File: src/rtl/flip_flop_d.sv
// Parameterised rising-edge D register with synchronous active-high reset.
// Define FLIPFLOPD_CE_EN to add a clock-enable input (enable); reset still wins.
module flip_flop_d #(
    parameter int          WIDTH       = 32,
    parameter logic [63:0] RESET_VALUE = 64'd0
) (
    input  logic             clock,
    input  logic             reset,
`ifdef FLIPFLOPD_CE_EN
    input  logic             enable,
`endif
    input  logic [WIDTH-1:0] D,
    output logic [WIDTH-1:0] Q
);

    // Wider reset values are truncated; narrower ones arrive zero-extended.
    localparam logic [WIDTH-1:0] RST_VAL = RESET_VALUE[WIDTH-1:0];

    logic [WIDTH-1:0] q_q;
    logic [WIDTH-1:0] q_d;

    always_comb begin
        q_d = q_q;
`ifdef FLIPFLOPD_CE_EN
        if (enable) q_d = D;
`else
        q_d = D;
`endif
    end

    always_ff @(posedge clock) begin
        if (reset) q_q <= RST_VAL;
        else       q_q <= q_d;
    end

    assign Q = q_q;

endmodule

File: config.mk
export PLATFORM = sky130hd
export DESIGN_NAME = flip_flop_d
export DESIGN_NICKNAME = d
export VERILOG_FILES = /design/src/rtl/flip_flop_d.sv
export SDC_FILE = /design/constraint.sdc
export NUM_CORES = 1
export LEC_CHECK = 0
export CORE_MARGIN = 3
export CORE_UTILIZATION = 29
export CTS_CLUSTER_SIZE = 14
export DETAILED_ROUTE_END_ITERATION = 10
export MAX_ROUTING_LAYER = met4
export PLACE_DENSITY = 0.74
export SYNTH_ARGS = -nofsm -noshare
export SYNTH_HDL_FRONTEND = slang
export SYNTH_SLANG_ARGS = --single-unit
File: constraint.sdc
create_clock -name clock -period 0.8 [get_ports clock]
set_clock_uncertainty 0.05 [all_clocks]
set_input_delay 0.08 -clock clock [delete_from_list [all_inputs] [get_ports clock]]
set_output_delay 0.08 -clock clock [all_outputs]
set_load 0.005 [all_outputs]
==> flow_summary.json <==
{
  "synth_fp_nets": 101,
  "syn_area_um2": 863,
  "fin_hold_ws_ps": 242,
  "grt_pass1_wl_mm": 2.80,
  "grt_overflow_total": 0,
  "die_x_um": 60.6,
  "clockRootBuffer": "clkbuf_4",
  "die_area_um2": 3670,
  "synth_seq_area_share": 0.742,
  "synth_edf_count": 0,
  "synthToLayoutAreaGrowth_pct": 75.7,
  "start_util": 0.308,
  "grt_max_degree": 33,
  "wl_per_cell_um": 10.8,
  "yosys.area.top_type": "dfxtp_1",
  "violations": "negative setup slack",
  "yosysWarnings": 0,
  "endpoint_kind": "output pin",
  "antenna_cells": 0,
  "crit_required_ps": 670,
  "drv_cap": 0,
  "drc": 0,
  "slew_headroom": 0.916,
  "hold_violations": 0,
  "antenna_found_initial": 0,
  "period_share": 1.12,
  "tritoncts": "done",
  "tightest_slew_ps": 127,
  "synthFlopType": "dfxtp_1",
  "drive_above_1_share": 0.362,
  "cts_hold_buf": 0,
  "path_buf_inv": 1,
  "critPathKind": "reg -> out",
  "cts.sinks": 32,
  "avgSynthCellArea_um2": 12.9,
  "slowest_delay_ps": 330,
  "grt_usage": 0.116,
  "crit_slowest_cell": "dfxtp_2",
  "crit_chain": "buf_2",
  "grt-busiest-layer": "met2",
  "stdcell_area_um2": 1520,
  "clockBufferDepth": 2,
  "met1_usage": 0.105,
  "placedInstanceArea_um2": 1550,
  "vias_per_cell": 4.02,
  "grt_pass1_vias": 635,
  "crit_fanout": 1,
  "largest_reg_flops": 32,
  "antenna_left": 0,
  "ys_top_cells_by_count": "32 x dfxtp_1, 32 x nor2b_1, 3 x buf_4",
  "cp-start-kind": "flop",
  "synth_area_leaders": "dfxtp_1 74%, nor2b_1 23%, buf_4 2.6%",
  "ys_types": 3,
  "drt_pass1_iterations": 3,
  "fp.dieH_um": 60.6,
  "gr-usage-met3": 0.0872,
  "grt_use_met2": 0.176,
  "async_flop_share": 0,
  "p_leak_nw": 0.680,
  "setup_viol": 32,
  "drt_iter0_drc": 6,
  "fin_crit_ps": 894,
  "fill_cells": 249,
  "fmax_mhz": 1120,
  "cts_inserted_buffers": 5,
  "crit_family": "flip-flops",
  "p_per_area_nw_per_um2": 2120,
  "yosys.area.top_type_share": 0.742,
  "gp_congestion": 0.642,
  "htreeDepth": 2,
  "status": "complete, but fails checks",
  "dp_hpwl_mm": 1.40,
  "crit_arrival_ps": 760,
  "num_io_pins": 66,
  "vias": 679,
  "post-cts-setup-buffers": 0,
  "rows": 19,
  "clk_pin_slew_ps": 100,
  "nNetsFinal": 171,
  "timing.final.ws_setup_ps": -93.9,
  "synth.ff_latch_count": 32,
  "netlist_instances": 67,
  "portBuffers": 65,
  "grt_setup_unrepaired": "true",
  "hp-class": "in -> reg",
  "core_um2": 2810,
  "maxSlewViolCount": 0,
  "drt-total-wl_mm": 1.83,
  "vdd_drop_max_uv": 1210
}
==> path summary, 6_finish.rpt <==
path / from / to / slack [ps] / cells past startpoint
max: Q[20]$_SDFF_PP0_ / Q[20] / -90 / 1
min: D[19] / Q[19]$_SDFF_PP0_ / 240 / 2
==> cell families after synthesis <==
family / count (synthesis) / synth area share
AND/OR/NAND/NOR: 32 / 0.232
flip-flops: 32 / 0.742
buffers and inverters: 3 / 0.0261
==> routing by layer <==
layer  vias up  wire, um
met4         0         9
met2        44       903
met3         2       289
met5         -         0
li1        341         -
met1       292       630
==> cells in the final DEF, fill, tap and decap left out <==
cell type        netlist  final
clkdlybuf4s50_1        0     33
nor2b_1               32     32
buf_2                  0     26
dfxtp_1               32     22
dfxtp_2                0     10
buf_6                  0      6
clkbuf_4               0      5
clkbuf_1               0      1
bufinv_16              0      1
clkinv_2               0      1
buf_12                 0      1
==> report_power, final <==
group / switching, mW / internal (mW) / leakage [nW]
clock: 0.507 / 0.655 / 0.0422
combinational: 0.0964 / 0.259 / 0.369
sequential: 0.0230 / 1.68 / 0.269
total: 0.626 / 2.60 / 0.680
==> metrics by stage <==
step | instances | utilization | setup WS, ps | TNS [ps] | total power, mW
after floorplan | 67 | - | 372 | 0 | 1.83
after global placement | 161 | 0.553 | -202 | -9900 | 2.16
after detailed placement | 161 | 0.553 | -220 | -10510 | 2.16
after CTS | 169 | 0.529 | -127 | -3340 | 3.27
after global routing | 169 | 0.541 | -147 | -4210 | 3.40
final | 169 | 0.541 | -93.9 | -2390 | 3.22
==> timing repair <==
| action | 4_1_cts | 5_1_grt |
|---|---|---|
| pin swaps | 0 | 0 |
| gates resized for setup | 137 | 7 |
| endpoints found under the hold margin | 0 | 0 |
| setup endpoints to repair | 32 | 32 |
==> area by class of cell <==
type                            instances  area (um2)  share of cell area
Clock buffer                            6        41.3              0.0272
Clock inverter                          2        35.0              0.0231
Multi-Input combinational cell         32         200               0.132
Sequential cell                        32         653               0.431
Tap cell                               31        38.8              0.0256
Timing Repair Buffer                   66         548               0.361
No activity file was read; power rests on OpenSTA's default activity.
